### config.mk
export PLATFORM = sky130hd
export DESIGN_NAME = matrix_mult_seq
export DESIGN_NICKNAME = d
export VERILOG_FILES = /design/src/rtl/matrix_mult_seq_pkg.sv /design/src/rtl/matrix_mult_seq_ctrl.sv /design/src/rtl/matrix_mult_seq.sv
export SDC_FILE = /design/constraint.sdc
export NUM_CORES = 2
export LEC_CHECK = 0
export ABC_AREA = 1
export CAP_MARGIN = 20
export CORE_AREA = 4 4 337 339
export CTS_BUF_LIST = sky130_fd_sc_hd__clkbuf_4
export DETAILED_ROUTE_END_ITERATION = 10
export DIE_AREA = 0 0 341 343
export PLACE_DENSITY = 0.62
export SLEW_MARGIN = 5
export SYNTH_ARGS = -nofsm -noshare
export SYNTH_HDL_FRONTEND = slang
export SYNTH_SLANG_ARGS = --single-unit
### constraint.sdc
create_clock -name clk -period 10.8 [get_ports clk]
set_input_delay 2.7 -clock clk [delete_from_list [all_inputs] [get_ports clk]]
set_output_delay 2.7 -clock clk [all_outputs]
set_load 0.02 [all_outputs]
### src/rtl/matrix_mult_seq_pkg.sv
`default_nettype none
// ============================================================================
//  Module      : matrix_mult_seq_pkg
//  Description : Shared constants and helpers for the sequential N x N
//                matrix multiplier (default sizes, index width, and the
//                element bit-offset used by the row-major packing).
//  Ports       : none (package)
//  Revision    : 1.0 - initial release
// ============================================================================
package matrix_mult_seq_pkg;

    localparam int c_N_DEF = 3;   // default matrix dimension
    localparam int c_M_DEF = 32;  // default element width

    // Width needed to hold values 0..n-1, never less than one bit.
    function automatic int idx_width(input int n);
        return (n > 1) ? $clog2(n) : 1;
    endfunction

    // LSB position of element (r,c); row-major, (0,0) in the LSBs.
    function automatic int elem_lsb(input int r, input int c, input int n, input int m);
        return (r * n + c) * m;
    endfunction

endpackage
`default_nettype wire

### src/rtl/matrix_mult_seq_ctrl.sv
`default_nettype none
// ============================================================================
//  Module      : matrix_mult_seq_ctrl
//  Description : Row/column/inner index counters for the sequential matrix
//                multiplier. k sweeps fastest; when k reaches N-1 the
//                (row,col) pair advances in row-major order and wraps.
//  Ports       : clk, rst       - clock, synchronous active-high reset
//                o_row, o_col   - current output element indices (i, j)
//                o_inner        - current inner-product index (k)
//                o_last_k       - high on the cycle that completes (i,j)
//  Revision    : 1.0 - initial release
// ============================================================================
module matrix_mult_seq_ctrl
    import matrix_mult_seq_pkg::*;
#(
    parameter int N  = c_N_DEF,
    parameter int IW = idx_width(N)
) (
    input  logic          clk,
    input  logic          rst,
    output logic [IW-1:0] o_row,
    output logic [IW-1:0] o_col,
    output logic [IW-1:0] o_inner,
    output logic          o_last_k
);

    localparam logic [IW-1:0] c_LAST = IW'(N - 1);

    logic [IW-1:0] r_row;
    logic [IW-1:0] r_col;
    logic [IW-1:0] r_inner;
    logic          w_last_k;

    assign w_last_k = (r_inner == c_LAST);

    always_ff @(posedge clk) begin
        if (rst) begin
            r_row   <= '0;
            r_col   <= '0;
            r_inner <= '0;
        end else if (w_last_k) begin
            r_inner <= '0;
            if (r_col == c_LAST) begin
                r_col <= '0;
                r_row <= (r_row == c_LAST) ? '0 : r_row + 1'b1;
            end else begin
                r_col <= r_col + 1'b1;
            end
        end else begin
            r_inner <= r_inner + 1'b1;
        end
    end

    assign o_row    = r_row;
    assign o_col    = r_col;
    assign o_inner  = r_inner;
    assign o_last_k = w_last_k;

endmodule
`default_nettype wire

### src/rtl/matrix_mult_seq.sv
`default_nettype none
// ============================================================================
//  Module      : matrix_mult_seq
//  Description : Free-running sequential N x N matrix multiplier, o = x * y,
//                modulo 2^M. One scalar multiply-accumulate per clock; a full
//                product takes N^3 cycles and then restarts on current inputs.
//  Ports       : clk  - clock (rising edge)
//                rst  - synchronous active-high reset (clears o and state)
//                x    - left operand, M*N*N bits, row-major packed
//                y    - right operand, M*N*N bits, row-major packed
//                o    - registered product, M*N*N bits, row-major packed
//  Revision    : 1.0 - initial release
// ============================================================================
module matrix_mult_seq
    import matrix_mult_seq_pkg::*;
#(
    parameter int N = c_N_DEF,
    parameter int M = c_M_DEF
) (
    input  logic             clk,
    input  logic             rst,
    input  logic [M*N*N-1:0] x,
    input  logic [M*N*N-1:0] y,
    output logic [M*N*N-1:0] o
);

    localparam int c_IW = idx_width(N);
    localparam int c_PW = idx_width(M * N * N);  // bit-offset width into x/y/o

    logic [c_IW-1:0] w_row;
    logic [c_IW-1:0] w_col;
    logic [c_IW-1:0] w_inner;
    logic            w_last_k;

    logic [c_PW-1:0] w_x_lsb;
    logic [c_PW-1:0] w_y_lsb;
    logic [c_PW-1:0] w_o_lsb;
    logic [M-1:0]    w_xe;
    logic [M-1:0]    w_ye;
    logic [M-1:0]    w_prod;
    logic [M-1:0]    w_sum;
    logic [M-1:0]    r_acc;

    matrix_mult_seq_ctrl #(
        .N  (N),
        .IW (c_IW)
    ) u_ctrl (
        .clk      (clk),
        .rst      (rst),
        .o_row    (w_row),
        .o_col    (w_col),
        .o_inner  (w_inner),
        .o_last_k (w_last_k)
    );

    // Operands x(i,k) and y(k,j) are selected combinationally every cycle.
    assign w_x_lsb = c_PW'(elem_lsb(int'(w_row),   int'(w_inner), N, M));
    assign w_y_lsb = c_PW'(elem_lsb(int'(w_inner), int'(w_col),   N, M));
    assign w_o_lsb = c_PW'(elem_lsb(int'(w_row),   int'(w_col),   N, M));

    assign w_xe = x[w_x_lsb +: M];
    assign w_ye = y[w_y_lsb +: M];

    // Low M bits of the product are sign-agnostic, so unsigned is enough.
    assign w_prod = w_xe * w_ye;
    assign w_sum  = r_acc + w_prod;

    always_ff @(posedge clk) begin
        if (rst) begin
            r_acc <= '0;
        end else if (w_last_k) begin
            r_acc <= '0;
        end else begin
            r_acc <= w_sum;
        end
    end

    // Only the element just completed is written; the rest hold.
    always_ff @(posedge clk) begin
        if (rst) begin
            o <= '0;
        end else if (w_last_k) begin
            o[w_o_lsb +: M] <= w_sum;
        end
    end

endmodule
`default_nettype wire

==> reports/results.txt <==
Run status: complete, no violations
Fin crit period: 10460 ps
1st-pass router iterations: 8
DP Cell Count: 7107
Synth warnings: 0
Setup Crit Path Kind: input port to flip-flop
Die H: 343 microns
Area share of the largest cell type after synthesis: 0.264
CTS tree: built
Layout cells sized above 1: 0.0794
Syn_nets: 5890
Root buffer cell: clkbuf_4
Via count: 36200
Largest area contributor in the netlist: fa_1
Starting Density: 0.304
Mapped cell area: 33500 sq um
Antenna violations before repair: 24
Largest net degree at the start of global routing: 129
Hold Path Class: flip-flop to flip-flop
Nature of the critical path endpoint: flip-flop
WP data required: 11490 ps
Routed length per instance: 25.2 microns
Die Width: 341 microns
Critical Path Most Common Cell: fa_1
DRC Markers: 0
Nets: 6856
Most frequent cells in the layout: nand2_1 (1113), clkdlybuf4s50_1 (865), inv_1 (740)
Post-CTS Setup Bufs: 0
Worst-Skew Late Latency: 770 ps
Dpl ws: -345 ps
Clock Path Buffers: 3
CP Launch Type: input port
CP max stage delay: 600 ps
Worst Skew: 56.9 ps
Worst Path Arrival: 11150 ps
Clk slew on worst S/H paths: 80 ps
Global placement routability congestion: 0.977
IO Pins: 866
Initial DRC count: 2694
CTS sink cnt: 326
Final hold vios: 0
Syn Area/Cell: 7.08 sq um
Worst Path Max Fanout: 11
Final HPWL DP: 149000 microns
Synth Instances: 4732
Non-filler instance count after layout: 7248
Asr flop ratio synth: 0
Global-route wire length before repair: 259000 microns
Final Max Tran Viols: 0
DIE AREA: 117000 sq um
Post-Route WL: 182000 microns
Final Worst Setup Slack: 336 ps
Core area: 110000 sq um
EDFF count, synth: 0
Synth cell types: 40
Antenna Nets Post-Route: 0
FF+latch count, synth: 326
Setup total negative slack: 0 ps
Vias in the first global route: 36800
Setup-failing EPs final: 0
Sequential share of the synthesized area: 0.195
Grt total ovfl: 0
CTS buffer count: 77
Final Cycle Share: 0.969
Post-CTS sizing: 0
Slowest-stage cell, CP: fa_1
Cell area after layout: 46700 sq um
Tot GR Track Use: 0.303
Row cnt: 122
I/O Buffers: 865
Max Clk Rate: 95.6 MHz
Slew margin rel.: 0.265
Top FF cell, synth: dfxtp_1
Actual slew at the worst max-slew pin: 1100 ps
Most common cell after layout, fill and taps aside: nand2_1
Mean number of vias per cell: 4.99
Hold_buf cts: 0
Dpl cell area: 45800 sq um
H-tree Lvls: 3
Area grow syn2layout: 39.4%
Synth top area cells: fa_1 (26%), dfxtp_1 (19%), nand2_1 (12%)
Total of max-cap violations: 0
Unrepaired setup endpoints after global routing: false
-- worst paths after layout --
path                      from     end  slack [ps]  cells after the start
max reg2reg  u_ctrl.o_inner[0]   o[26]         630                     38
max                     y[227]   o[26]         340                     36
min                     o[163]  o[163]         450                      2
min reg2reg             o[163]  o[163]         450                      2
-- cell type report --
class / count / area, sq um
Timing Repair Buffer: 1166 / 11400
Sequential cell: 326 / 6530
Antenna cell: 14 / 35.0
Tap cell: 1488 / 1860
Fill cell: 11500 / 63600
Inverter: 759 / 2860
Clock inverter: 20 / 131
Multi-Input combinational cell: 3368 / 23100
Clock buffer: 107 / 803
-- through the flow --
step / hold slack (ps) / util
floorplan: 433 / -
global placement: 432 / 0.415
detailed placement: 439 / 0.415
CTS: 452 / 0.423
global route: 481 / 0.423
finish: 450 / 0.423
-- routing by layer --
layer | part of all wire | vias to the layer above | global-route usage
met2 | 0.47 | 1589 | 0.503
met5 | 0.00022 | - | 0
met1 | 0.41 | 17800 | 0.384
met3 | 0.084 | 239 | 0.0707
li1 | - | 16600 | -
met4 | 0.041 | 6 | 0.115
-- cell families (layout without fill, tap and decap cells) --
| group | Yosys count | count (layout) | share of synthesized area |
|---|---|---|---|
| fa+ha+maj | 580 | 580 | 0.316 |
| other cells | 0 | 14 | 0 |
| xor+xnor | 43 | 43 | 0.0112 |
| simple gates | 2077 | 2077 | 0.254 |
| flops | 326 | 326 | 0.195 |
| compound gates | 668 | 668 | 0.104 |
| buf+inv | 1038 | 2052 | 0.121 |
-- worst max-delay path: cells and delay by family --
kind / cells / cell delay, ps
AO/OA/AOI/OAI: 7 / 1530
XOR/XNOR: 1 / 250
adder cells (fa/ha/maj): 9 / 4400
buffers and inverters: 12 / 1660
AND/OR/NAND/NOR: 7 / 600
-- cell usage after synthesis, types with 3 or more instances --
cell type,n
or2_2,4
o211ai_1,26
nand3b_1,10
fa_1,442
inv_2,5
dfxtp_1,326
nand2_1,1114
buf_4,10
a21oi_1,308
a211oi_1,9
nand2_2,7
xnor2_1,14
o21ai_1,6
clkinv_1,12
clkbuf_1,179
nand4_1,9
nor2_1,443
xor2_1,29
buf_1,16
ha_1,138
nand3_1,464
o221ai_1,3
a22oi_1,5
buf_2,71
inv_1,742
nor3_1,19
o21ai_0,307
-- state kept, by name (all words and copies together) (netlist names) --
signal and count:
o 288, r_acc 32, u_ctrl.o_col 2, u_ctrl.o_inner 2, u_ctrl.o_row 2
Power is not shown: default switching activity piles up to over one toggle a cycle in this logic, so the estimate is an artifact.
